File: src/rtl/bit_scan_pkg.sv
// Shared constants, op/state encodings and scan-index helpers for the bit-scan engine.
// Combinational helpers only; no state.
package bit_scan_pkg;

  localparam int WIDTH = 32;
  localparam int IDX_W = 5;

  localparam logic [1:0] OP_POPCNT = 2'b00;
  localparam logic [1:0] OP_FFS    = 2'b01;
  localparam logic [1:0] OP_FLS    = 2'b10;
  localparam logic [1:0] OP_PARITY = 2'b11;

  localparam logic [IDX_W-1:0] IDX_MAX = 5'd31;

  typedef enum logic [1:0] {
    S_IDLE = 2'b00,
    S_SCAN = 2'b01,
    S_DONE = 2'b10
  } state_e;

  // FLS walks from the MSB down; every other op walks up from bit 0.
  function automatic logic [IDX_W-1:0] scan_first(input logic [1:0] op);
    return (op == OP_FLS) ? IDX_MAX : '0;
  endfunction

  function automatic logic [IDX_W-1:0] scan_last(input logic [1:0] op);
    return (op == OP_FLS) ? '0 : IDX_MAX;
  endfunction

endpackage

File: src/rtl/bit_sel32.sv
// Combinational 32:1 single-bit select; zero latency, no handshake.
module bit_sel32
  import bit_scan_pkg::*;
(
  input  logic [WIDTH-1:0] data_i,
  input  logic [IDX_W-1:0] sel_i,
  output logic             bit_o
);

  assign bit_o = data_i[sel_i];

endmodule

File: src/rtl/bit_scan_unit.sv
// Multi-cycle POPCNT/FFS/FLS/PARITY engine, one operand bit per cycle; start is ignored while busy.
// Fixed 32 scan cycles; define BIT_SCAN_EARLY_EXIT_EN to end FFS/FLS on the first set bit.
module bit_scan_unit
  import bit_scan_pkg::*;
(
  input  logic             clk_i,
  input  logic             rst_i,
  input  logic             start_i,
  input  logic [1:0]       op_i,
  input  logic [WIDTH-1:0] operand_i,
  output logic             busy_o,
  output logic             done_o,
  output logic [5:0]       result_o,
  output logic             found_o
);

  state_e           state_q;
  logic [1:0]       op_q;
  logic [WIDTH-1:0] operand_q;
  logic [IDX_W-1:0] idx_q, idx_d;
  logic [5:0]       cnt_q, cnt_d;
  logic             par_q, par_d;
  logic             hit_q, hit_d;
  logic [IDX_W-1:0] pos_q, pos_d;
  logic             busy_q, done_q, found_q;
  logic [5:0]       result_q, result_d;
  logic             last_d;
  logic             sel_bit;

  bit_sel32 u_bit_sel32 (
    .data_i (operand_q),
    .sel_i  (idx_q),
    .bit_o  (sel_bit)
  );

  // Next accumulator values include the bit under the index this cycle, so the
  // terminal step can write the final result directly.
  always_comb begin
    cnt_d  = cnt_q + {5'd0, sel_bit};
    par_d  = par_q ^ sel_bit;
    hit_d  = hit_q | sel_bit;
    pos_d  = (!hit_q && sel_bit) ? idx_q : pos_q;
    idx_d  = (op_q == OP_FLS) ? idx_q - 5'd1 : idx_q + 5'd1;
    last_d = (idx_q == scan_last(op_q));
`ifdef BIT_SCAN_EARLY_EXIT_EN
    if ((op_q == OP_FFS || op_q == OP_FLS) && sel_bit) begin
      last_d = 1'b1;
    end
`endif
    case (op_q)
      OP_POPCNT: result_d = cnt_d;
      OP_PARITY: result_d = {5'd0, par_d};
      default:   result_d = hit_d ? {1'b0, pos_d} : 6'd0;
    endcase
  end

  always_ff @(posedge clk_i) begin
    if (rst_i) begin
      state_q   <= S_IDLE;
      op_q      <= OP_POPCNT;
      operand_q <= '0;
      idx_q     <= '0;
      cnt_q     <= '0;
      par_q     <= 1'b0;
      hit_q     <= 1'b0;
      pos_q     <= '0;
      busy_q    <= 1'b0;
      done_q    <= 1'b0;
      result_q  <= '0;
      found_q   <= 1'b0;
    end else begin
      case (state_q)
        S_SCAN: begin
          cnt_q <= cnt_d;
          par_q <= par_d;
          hit_q <= hit_d;
          pos_q <= pos_d;
          if (last_d) begin
            state_q  <= S_DONE;
            busy_q   <= 1'b0;
            done_q   <= 1'b1;
            result_q <= result_d;
            found_q  <= hit_d;
          end else begin
            idx_q <= idx_d;
          end
        end
        default: begin
          // IDLE and DONE both accept a new start; DONE always pulses exactly once.
          done_q <= 1'b0;
          if (start_i) begin
            state_q   <= S_SCAN;
            busy_q    <= 1'b1;
            op_q      <= op_i;
            operand_q <= operand_i;
            idx_q     <= scan_first(op_i);
            cnt_q     <= '0;
            par_q     <= 1'b0;
            hit_q     <= 1'b0;
            pos_q     <= '0;
          end else begin
            state_q <= S_IDLE;
          end
        end
      endcase
    end
  end

  assign busy_o   = busy_q;
  assign done_o   = done_q;
  assign result_o = result_q;
  assign found_o  = found_q;

endmodule

File: config.mk
export PLATFORM = sky130hd
export DESIGN_NAME = bit_scan_unit
export DESIGN_NICKNAME = d
export VERILOG_FILES = /design/src/rtl/bit_scan_pkg.sv /design/src/rtl/bit_sel32.sv /design/src/rtl/bit_scan_unit.sv
export SDC_FILE = /design/constraint.sdc
export NUM_CORES = 1
export LEC_CHECK = 0
export CAP_MARGIN = 20
export CORE_UTILIZATION = 35
export DETAILED_ROUTE_END_ITERATION = 8
export SLEW_MARGIN = 0
export SYNTH_ARGS = -nofsm -noshare
export SYNTH_HDL_FRONTEND = slang
export SYNTH_SLANG_ARGS = --single-unit
File: constraint.sdc
create_clock -name clk_i -period 2.7 [get_ports clk_i]
set_input_delay 0.54 -clock clk_i [delete_from_list [all_inputs] [get_ports clk_i]]
set_output_delay 0.54 -clock clk_i [all_outputs]
set_load 0.1 [all_outputs]
Yosys cells after proc, flatten, opt, wreduce, memory -nomap -nowiden
Cells that the tools add are included.
{"block": "op_classes", "reduce_logical": 9, "muxes": 24, "n_lt_le_gt_ge": 1, "bitwise": 3, "add_sub_neg": 3, "eq_ne": 7}
{"op": "$mux W5", "count": 10}
{"op": "$mux W6", "count": 2}
{"op": "$pmux W6 S2", "count": 1}
{"op": "$mux W1", "count": 8}
{"op": "$reduce_and A2 Y1", "count": 4}
{"op": "$add A6 B1 Y6", "count": 1}
{"op": "$eq A2 B2 Y1 const B", "count": 3}
{"op": "$lt A5 B6 Y1 const B", "count": 1}
{"op": "$add A5 B1 Y5 const B", "count": 1}
{"op": "$bmux W1 S5", "count": 1}
{"op": "$eq A5 B5 Y1", "count": 1}
{"op": "$sub A5 B1 Y5 const B", "count": 1}
{"op": "$mux W2", "count": 2}
{"op": "$ne A2 B2 Y1 const B", "count": 2}
{"op": "$eq A2 B1 Y1 const B", "count": 1}
{"op": "$logic_not A2 Y1", "count": 1}
{"op": "$reduce_bool A2 Y1", "count": 1}
{"op": "$reduce_or A2 Y1", "count": 1}
{"op": "$logic_and A1 B1 Y1", "count": 1}
{"op": "$logic_not A1 Y1", "count": 1}
{"op": "$not A1 Y1", "count": 1}
{"op": "$or A1 B1 Y1", "count": 1}
{"op": "$xor A1 B1 Y1", "count": 1}
{"block": "totals", "regBits": 63, "output_inout_bits": 9, "in_bits": 37}

Logic depth before layout (Yosys ltp)
Gate-level depths: netlist of run 1.
{"block": "logic_depth", "word_depth": 6, "ltp_mapped": 14}

By module
A second synthesis of run 1 with hierarchy kept.
{"block": "unflattened", "hier_cells": 388, "hier_area_um2": 3126.7}
{"mod": "bit_scan_unit", "instances": 1, "cells_per_inst": 347, "seq_area_each_um2": 1261.2, "area_each_um2": 2801.4}
{"mod": "bit_sel32", "instances": 1, "cells_per_inst": 41, "seq_area_each_um2": 0.0, "area_each_um2": 325.3}

Worst setup path before layout of run 1
OpenSTA, ideal clock, no wires.
{"block": "synth_path", "path_type": "flip-flop to flip-flop", "startpoint": "register idx_q[1]", "endpoint": "register result_q[4] (netlist: result_o[4])", "synth_period_minus_slack_ns": 2.395, "path_slack_ns": 0.305, "arrival_time_ns": 2.270, "stages_incl_launch_ff": 15, "n_path_buf": 3, "setup_ns": 0.125, "cell_sequence": "dfxtp_1 > buf_6 > buf_8 > mux2i_1 > a22oi_1 > nand3_1 > nand2_2 > or2_1 > buf_6 > ha_1 > ha_1 > nand3_1 > xnor2_1 > a32oi_1 > a31oi_1"}
{"block": "synth_via", "elab_chain_cells": 6, "elab_cells_between_ends": 10, "cone_classes": "add/sub: 1; eq/ne: 1; mux: 5; bitwise: 1; reduce/logical: 2"}
{"element": "from (decl)", "line": "bit_scan_unit.sv:20", "text": "logic [IDX_W-1:0] idx_q, idx_d;"}
{"element": "from (signal assigned)", "line": "bit_scan_unit.sv:85", "text": "idx_q <= idx_d;"}
{"element": "from (signal assigned)", "line": "bit_scan_unit.sv:96", "text": "idx_q <= scan_first(op_i);"}
{"element": "parallel branches: the longest is 6 deep, another holds $add A6 B1 Y6"}
{"element": "to (signal assigned)", "line": "bit_scan_unit.sv:82", "text": "result_q <= result_d;"}
{"element": "to (decl)", "line": "bit_scan_unit.sv:26", "text": "logic [5:0] result_q, result_d;"}
Parallel ways; which one is timed is not known. The select of a mux whose other input is x is not followed.
A chain may end at the register's enable or synchronous reset.

Worst setup path after layout of run 1
{"block": "layout_path", "startpoint": "register idx_q[2]", "endpoint": "register result_q[4] (netlist: result_o[4])"}
The elaborated chain is that of the path after synthesis.

==> impl_metrics.env, run 1 <==
export IMPL_status="finished clean"
export IMPL_synth_top_cell_by_area="dfxtp_1"
export IMPL_grt_overflow=0
export IMPL_fin_crit_sh_pct=91.08
export IMPL_syn_inst=367
export IMPL_synth_main_ff_cell="dfxtp_1"
export IMPL_mostFrequentLayoutCell="nand2_1"
export IMPL_place_gp_congestion=0.8689
export IMPL_pre_cts_slack_ns=0.2633
export IMPL_cts_root_buf="clkbuf_8"
export IMPL_synth_seq_cells=63
export IMPL_coreArea_um2=8299
export IMPL_final_nets=455
export IMPL_cp_endpoint="result_o[4]"
export IMPL_final_hold_viol_count=0
export IMPL_syn_num_nets=413
export IMPL_cts_buffers_inserted=9
export IMPL_cts_setup_buffers=0
export IMPL_power_density_nw_per_um2=611.9
export IMPL_yosys_top_cells_area="dfxtp_1, nand2_1, a21oi_1"
export IMPL_ir_worst_vdd_v=0.0002248
export IMPL_worstSetupStartpoint="idx_q[2]"
export IMPL_die_area_um2=9020
export IMPL_r2r_start="idx_q[2]"
export IMPL_final_max_slew_viol_count=0
export IMPL_syn_area_um2=3025
export IMPL_grt_pass1_wl_um=12450
export IMPL_portBuffers=45
export IMPL_cts_tree="yes"
export IMPL_required_ns=2.92
export IMPL_rsz0062_at_grt="false"
export IMPL_clk_latency_ns=0.34
export IMPL_h_tree_depth=3
export IMPL_maxCapViolations=0
export IMPL_maxSlewHeadroom_pct=59.30
export IMPL_path_buf_inv=0
export IMPL_start_util_pct=36.45
export IMPL_drc=0
export IMPL_drt_wirelength_per_cell_um=14.37
export IMPL_layout_setup_ws_ns=0.2408
export IMPL_antenna_found_initial=0
export IMPL_firstDrtPassIters=4
export IMPL_cp_start_kind="flip-flop"
export IMPL_die_height_um=94.98
export IMPL_path_class="flip-flop to flip-flop"
export IMPL_critPathCaptureType="flip-flop"
export IMPL_ys_warnings_count=0
export IMPL_worst_pin_slew_ns=0.6092
export IMPL_grt_total_usage_pct=18.41
export IMPL_fin_setup_tns_ns=0
export IMPL_synth_edff_count=0
export IMPL_path_cells="and2b_1 -> a211oi_1 -> nand3_1 -> nand2_2 -> or2_1 -> ha_1 -> ha_1 -> nand3_1 -> xnor2_1 -> a32oi_1 -> a31oi_1"
export IMPL_clock_skew_ns=0.007569
export IMPL_num_vias=2649
export IMPL_slowest_delay_ns=0.49
export IMPL_yosysSeqAreaShare_pct=41.69
export IMPL_hold_buffers=0
export IMPL_r2r_end="result_o[4]"
export IMPL_row_count=33
export IMPL_syn_avg_cell_area_um2=8.244
export IMPL_antennaDiodeCount=0
export IMPL_path_depth=11
export IMPL_dp_hpwl_um=5243
export IMPL_pin_count=46
export IMPL_crit_path_max_fanout=7
export IMPL_place_area_um2=3528
export IMPL_clock_path_buffers=2
export IMPL_antenna_left=0
export IMPL_synthDistinctLibCells=44
export IMPL_async_flop_share_pct=0
export IMPL_fin_area_um2=3752
export IMPL_dieWidth_um=94.98
export IMPL_max_freq_ghz=0.4066
export IMPL_finalPower_uw=2296
export IMPL_layout_drive_gt1_share_pct=10.39
export IMPL_netlist_area_leader_share_pct=41.69
export IMPL_period_needed_ns=2.459
export IMPL_setup_viol=0
export IMPL_grt_max_degree=30
export IMPL_cts_sinks=63
export IMPL_crit_slowest_cell="dfxtp_1"
export IMPL_crit_family="simple AND/OR/NAND/NOR gates"
export IMPL_post_route_util_pct=45.21
export IMPL_final_cell_mix="nand2_1, dfxtp_1, a21oi_1"
export IMPL_via_per_inst=5.104
export IMPL_cts_clk_slew_worst_paths_ns=0.07
export IMPL_cts_resized_gates=0
export IMPL_leakagePower_uw=0.001453
export IMPL_area_growth_pct=24.03
export IMPL_r2r_cells=11
export IMPL_grt_pass1_vias=2565
export IMPL_hold_path_class="flip-flop to flip-flop"
export IMPL_arrival_ns=2.68
export IMPL_routed_wl_um=7456
export IMPL_reg2reg_slack_ns=0.24
export IMPL_drt_iter0_markers=114
-- metrics by stage --
step | hold WS, ns | cells
final | 0.4540 | 519
after floorplan | 0.4357 | 367
after global placement | 0.4439 | 503
after global routing | 0.4799 | 519
after CTS | 0.4570 | 519
after detailed placement | 0.4476 | 503
-- cells in the mapped netlist, types with 2 or more instances --
| master | instances |
|---|---|
| nand2_2 | 2 |
| nand2b_1 | 3 |
| nand3b_1 | 2 |
| dfxtp_1 | 63 |
| a32oi_1 | 5 |
| xor2_1 | 3 |
| a31oi_1 | 5 |
| a21oi_1 | 49 |
| o21ai_2 | 2 |
| a21o_1 | 2 |
| buf_6 | 5 |
| and3_1 | 5 |
| o21a_1 | 4 |
| nand4_1 | 2 |
| and2b_1 | 2 |
| nor3_1 | 4 |
| nor3b_1 | 2 |
| inv_1 | 8 |
| a22oi_1 | 5 |
| nor2b_1 | 2 |
| ha_1 | 8 |
| and2_1 | 3 |
| clkbuf_1 | 15 |
| xnor2_1 | 5 |
| nand2_1 | 83 |
| a221oi_1 | 4 |
| o21ai_0 | 11 |
| buf_2 | 2 |
| nor2_1 | 16 |
| mux2i_1 | 17 |
| nand3_1 | 11 |
| a211oi_1 | 5 |
-- power breakdown --
part           switching (uW)  leakage, uW  internal, uW
Combinational             205     0.000825           160
Clock                     355     0.000114           570
Sequential               33.8     0.000515           973
Total                     593      0.00145          1700
-- flip-flops by register name, indices dropped and copies added, names as in the netlist --
name / flops
par_q: 1
found_o: 1
state_q: 2
cnt_q: 6
done_o: 1
pos_q: 5
busy_o: 1
hit_q: 1
operand_q: 32
result_o: 6
op_q: 2
idx_q: 5
-- how the worst min path moves through the flow --
stage / from / end / slack [ns] / depth (start not counted)
final: operand_q[15] / operand_q[15] / 0.45 / 2
after global routing: operand_q[3] / operand_q[3] / 0.48 / 2
after CTS: operand_q[15] / operand_q[15] / 0.46 / 2
after detailed placement: operand_q[15] / operand_q[15] / 0.45 / 2
after global placement: operand_q[15] / operand_q[15] / 0.44 / 2
after floorplan: operand_q[0] / operand_q[0] / 0.44 / 2
-- worst reg2reg max path, delay by kind of cell, from the launching register on --
kind | cells | cell delay, ns
AO/OA/AOI/OAI | 3 | 0.51
XOR/XNOR | 1 | 0.16
adder cells (fa/ha/maj) | 2 | 0.41
flip-flops | 1 | 0.49
AND/OR/NAND/NOR | 5 | 0.77
-- final cells by class --
type                            count  area (um^2)
Tap cell                          105        131.4
Clock buffer                       13        158.9
Clock inverter                      3        65.06
Inverter                            9        33.78
Multi-Input combinational cell    271         1579
Timing Repair Buffer               55        523.0
Sequential cell                    63         1261
Fill cell                         820         4547
-- cell families after synthesis --
logic type               share of synthesized area [%]
flip-flops                                       41.69
XOR/XNOR                                         2.316
buffers and inverters                            6.120
adder cells (fa/ha/maj)                          3.970
AND/OR/NAND/NOR                                  21.59
multiplexers                                     5.624
AO/OA/AOI/OAI                                    18.69
-- metal layers --
metal	track usage, %	part of all wire (%)
met1	22.15	45
met2	31.00	48
met3	4.267	4.5
met4	8.333	2.4
met5	0	0
Power figures use the tool's default switching activity.
==> run 2, diff against run 1 <==
- CORE_MARGIN: default -> 4
- SYNTH_HIERARCHICAL: default -> 1
==> impl_metrics.env, run 2 <==
export IMPL_status="finished clean"
export IMPL_syn_avg_cell_area_um2=8.059
export IMPL_antennaDiodeCount=0
export IMPL_start_util_pct=35.85
export IMPL_place_gp_congestion=0.8988
export IMPL_grt_pass1_wl_um=12340
export IMPL_hold_path_class="flip-flop to flip-flop"
export IMPL_final_nets=476
export IMPL_max_freq_ghz=0.4008
export IMPL_worst_pin_slew_ns=0.6433
export IMPL_power_density_nw_per_um2=634.4
export IMPL_cts_root_buf="clkbuf_8"
export IMPL_final_cell_mix="nand2_1, dfxtp_1, a21oi_1"
export IMPL_syn_num_nets=432
export IMPL_dieWidth_um=102.5
export IMPL_final_max_slew_viol_count=0
export IMPL_r2r_end="result_o[4]"
export IMPL_place_area_um2=3662
export IMPL_holdCritStartpoint="operand_q[27]"
export IMPL_routed_wl_um=7424
export IMPL_grt_max_degree=36
export IMPL_worstSetupStartpoint="idx_q[1]"
export IMPL_stdcell_count=545
export IMPL_r2r_cells=12
export IMPL_grt_total_usage_pct=14.91
export IMPL_fillers=839
export IMPL_crit_path_max_fanout=13
export IMPL_final_hold_viol_count=0
export IMPL_yosys_cell_count_top_type="nand2_1"
export IMPL_top_register="operand_q"
export IMPL_fin_crit_sh_pct=92.42
export IMPL_num_vias=2819
export IMPL_synth_edff_count=0
export IMPL_synth_top_cell_by_area="dfxtp_1"
export IMPL_clock_skew_ns=0.009283
export IMPL_async_flop_share_pct=0
export IMPL_reg2reg_slack_ns=0.20
export IMPL_r2r_start="idx_q[1]"
export IMPL_grt_overflow=0
export IMPL_cts_clk_slew_worst_paths_ns=0.07
export IMPL_pin_count=46
export IMPL_cts_buffers_inserted=9
export IMPL_clk_latency_ns=0.35
export IMPL_ir_worst_vdd_v=0.0003674
export IMPL_clock_path_buffers=2
export IMPL_yosysSeqAreaShare_pct=40.34
export IMPL_cts_tree="yes"
export IMPL_die_height_um=102.5
export IMPL_setup_viol=0
export IMPL_critPathCaptureType="flip-flop"
export IMPL_drc=0
export IMPL_cp_start_kind="flip-flop"
export IMPL_portBuffers=45
export IMPL_path_class="flip-flop to flip-flop"
export IMPL_rsz0062_at_grt="false"
export IMPL_hold_depth=2
export IMPL_area_growth_pct=25.17
export IMPL_antenna_left=0
export IMPL_mostFrequentLayoutCell="nand2_1"
export IMPL_fin_setup_tns_ns=0
export IMPL_drt_wirelength_per_cell_um=13.62
export IMPL_netlist_area_leader_share_pct=40.34
export IMPL_largest_reg_flops=32
export IMPL_die_area_um2=10510
export IMPL_syn_inst=388
export IMPL_maxCapViolations=0
export IMPL_firstDrtPassIters=4
export IMPL_coreArea_um2=8721
export IMPL_synthDistinctLibCells=48
export IMPL_antenna_found_initial=0
export IMPL_placed_cells=529
export IMPL_cts_sinks=63
export IMPL_drt_iter0_markers=150
export IMPL_synth_seq_cells=63
export IMPL_yosys_top_cells_area="dfxtp_1, nand2_1, a21oi_1"
export IMPL_maxSlewHeadroom_pct=56.66
export IMPL_grt_pass1_vias=2588
export IMPL_h_tree_depth=3
export IMPL_whs_endpoint="operand_q[27]"
export IMPL_dp_hpwl_um=5299
export IMPL_row_count=34
export IMPL_syn_area_um2=3127
export IMPL_via_per_inst=5.172
export IMPL_layout_drive_gt1_share_pct=13.04
export IMPL_ys_warnings_count=6
export IMPL_synth_main_ff_cell="dfxtp_1"
export IMPL_period_needed_ns=2.495
export IMPL_leakagePower_uw=0.001439
export IMPL_required_ns=2.96
export IMPL_arrival_ns=2.76
export IMPL_fin_area_um2=3914
export IMPL_ys_top_cells_by_count="nand2_1, dfxtp_1, a21oi_1, nor2_1, clkbuf_1"
[run 2: area by class of cell]
type                    instances  area, um^2  area share (%)
multi-input cells             291        1698           43.38
flip-flops and latches         63        1266           32.35
repair buffers                 61       555.5           14.19
well taps                     108       135.1           3.453
clock buffers                  10       127.6           3.261
clock inverters                 6       108.9           2.781
inverters                       6       22.52          0.5754
[run 2: how the worst max path moves through the flow]
stage / endpoint / slack, ns / cells past startpoint
finish: result_o[4] / 0.20 / 12
global placement: result_o[4] / 0.17 / 12
global route: result_o[4] / 0.03 / 12
floorplan: idx_q[4] / 0.33 / 10
CTS: result_o[4] / 0.00005 / 12
detailed placement: result_o[4] / 0.05 / 12
[run 2: cells by family (layout without fill, tap and decap cells)]
logic type                 Yosys count  in the layout  share of synthesized area [%]
adders and majority gates            7              7                          2.801
AOI/OAI and AO/OA                   99             99                          20.37
and+or+nand+nor                    160            160                          23.13
buffers and inverters               34             83                          5.682
DFF                                 63             63                          40.34
xor gates and xnor gates             8              8                          2.241
muxes                               17             17                          5.442
[run 2: repair_timing]
action / CTS / global route
endpoints found under the setup margin: 0 / 9
hold buffers: 0 / 0
setup buffers: 0 / 0
resized for setup: 0 / 5
[run 2: per-layer routing]
metal | wire [um] | vias to the layer above | share of wire [%] | global-route usage (%)
li1 | - | 1429 | - | -
met2 | 3315 | 61 | 45 | 22.19
met4 | 147 | 0 | 2.0 | 7.064
met5 | 0 | - | 0 | 0
met1 | 3620 | 1316 | 49 | 20.86
met3 | 341 | 13 | 4.6 | 2.639
[run 2: critical path, cell delays in order (launching register included)]
cell,delay [ns]
dfxtp_4,0.40
buf_12,0.16
mux2i_1,0.21
a22oi_1,0.11
nand3_1,0.10
nand2_1,0.05
a311o_1,0.36
ha_1,0.23
ha_2,0.21
nand3_1,0.12
xnor2_2,0.13
a22oi_1,0.10
a211oi_2,0.22
[run 2: metrics by stage]
step	hold slack [ns]	worst slack, ns	utilization (%)	total power [uW]
2_1_floorplan	0.4357	0.3309	-	1372
4_1_cts	0.4561	0.00005196	44.71	2504
3_3_place_gp	0.4444	0.1683	41.99	1513
3_5_place_dp	0.4463	0.04550	41.99	1521
6_report	0.4561	0.2047	44.88	2483
5_1_grt	0.4774	0.02866	44.88	2610
[run 2: report_power, final]
| group | total (uW) | internal (uW) | switching (uW) |
|---|---|---|---|
| Clock | 980 | 612 | 368 |
| Combinational | 475 | 209 | 266 |
| Sequential | 1030 | 982 | 45.9 |
| Total | 2480 | 1800 | 680 |
==> run 3, diff against run 2 <==
- SLEW_MARGIN: 0 -> default
==> results of run 3 <==
Same layout as run 2: the final DEF is identical, and so are final timing and power.
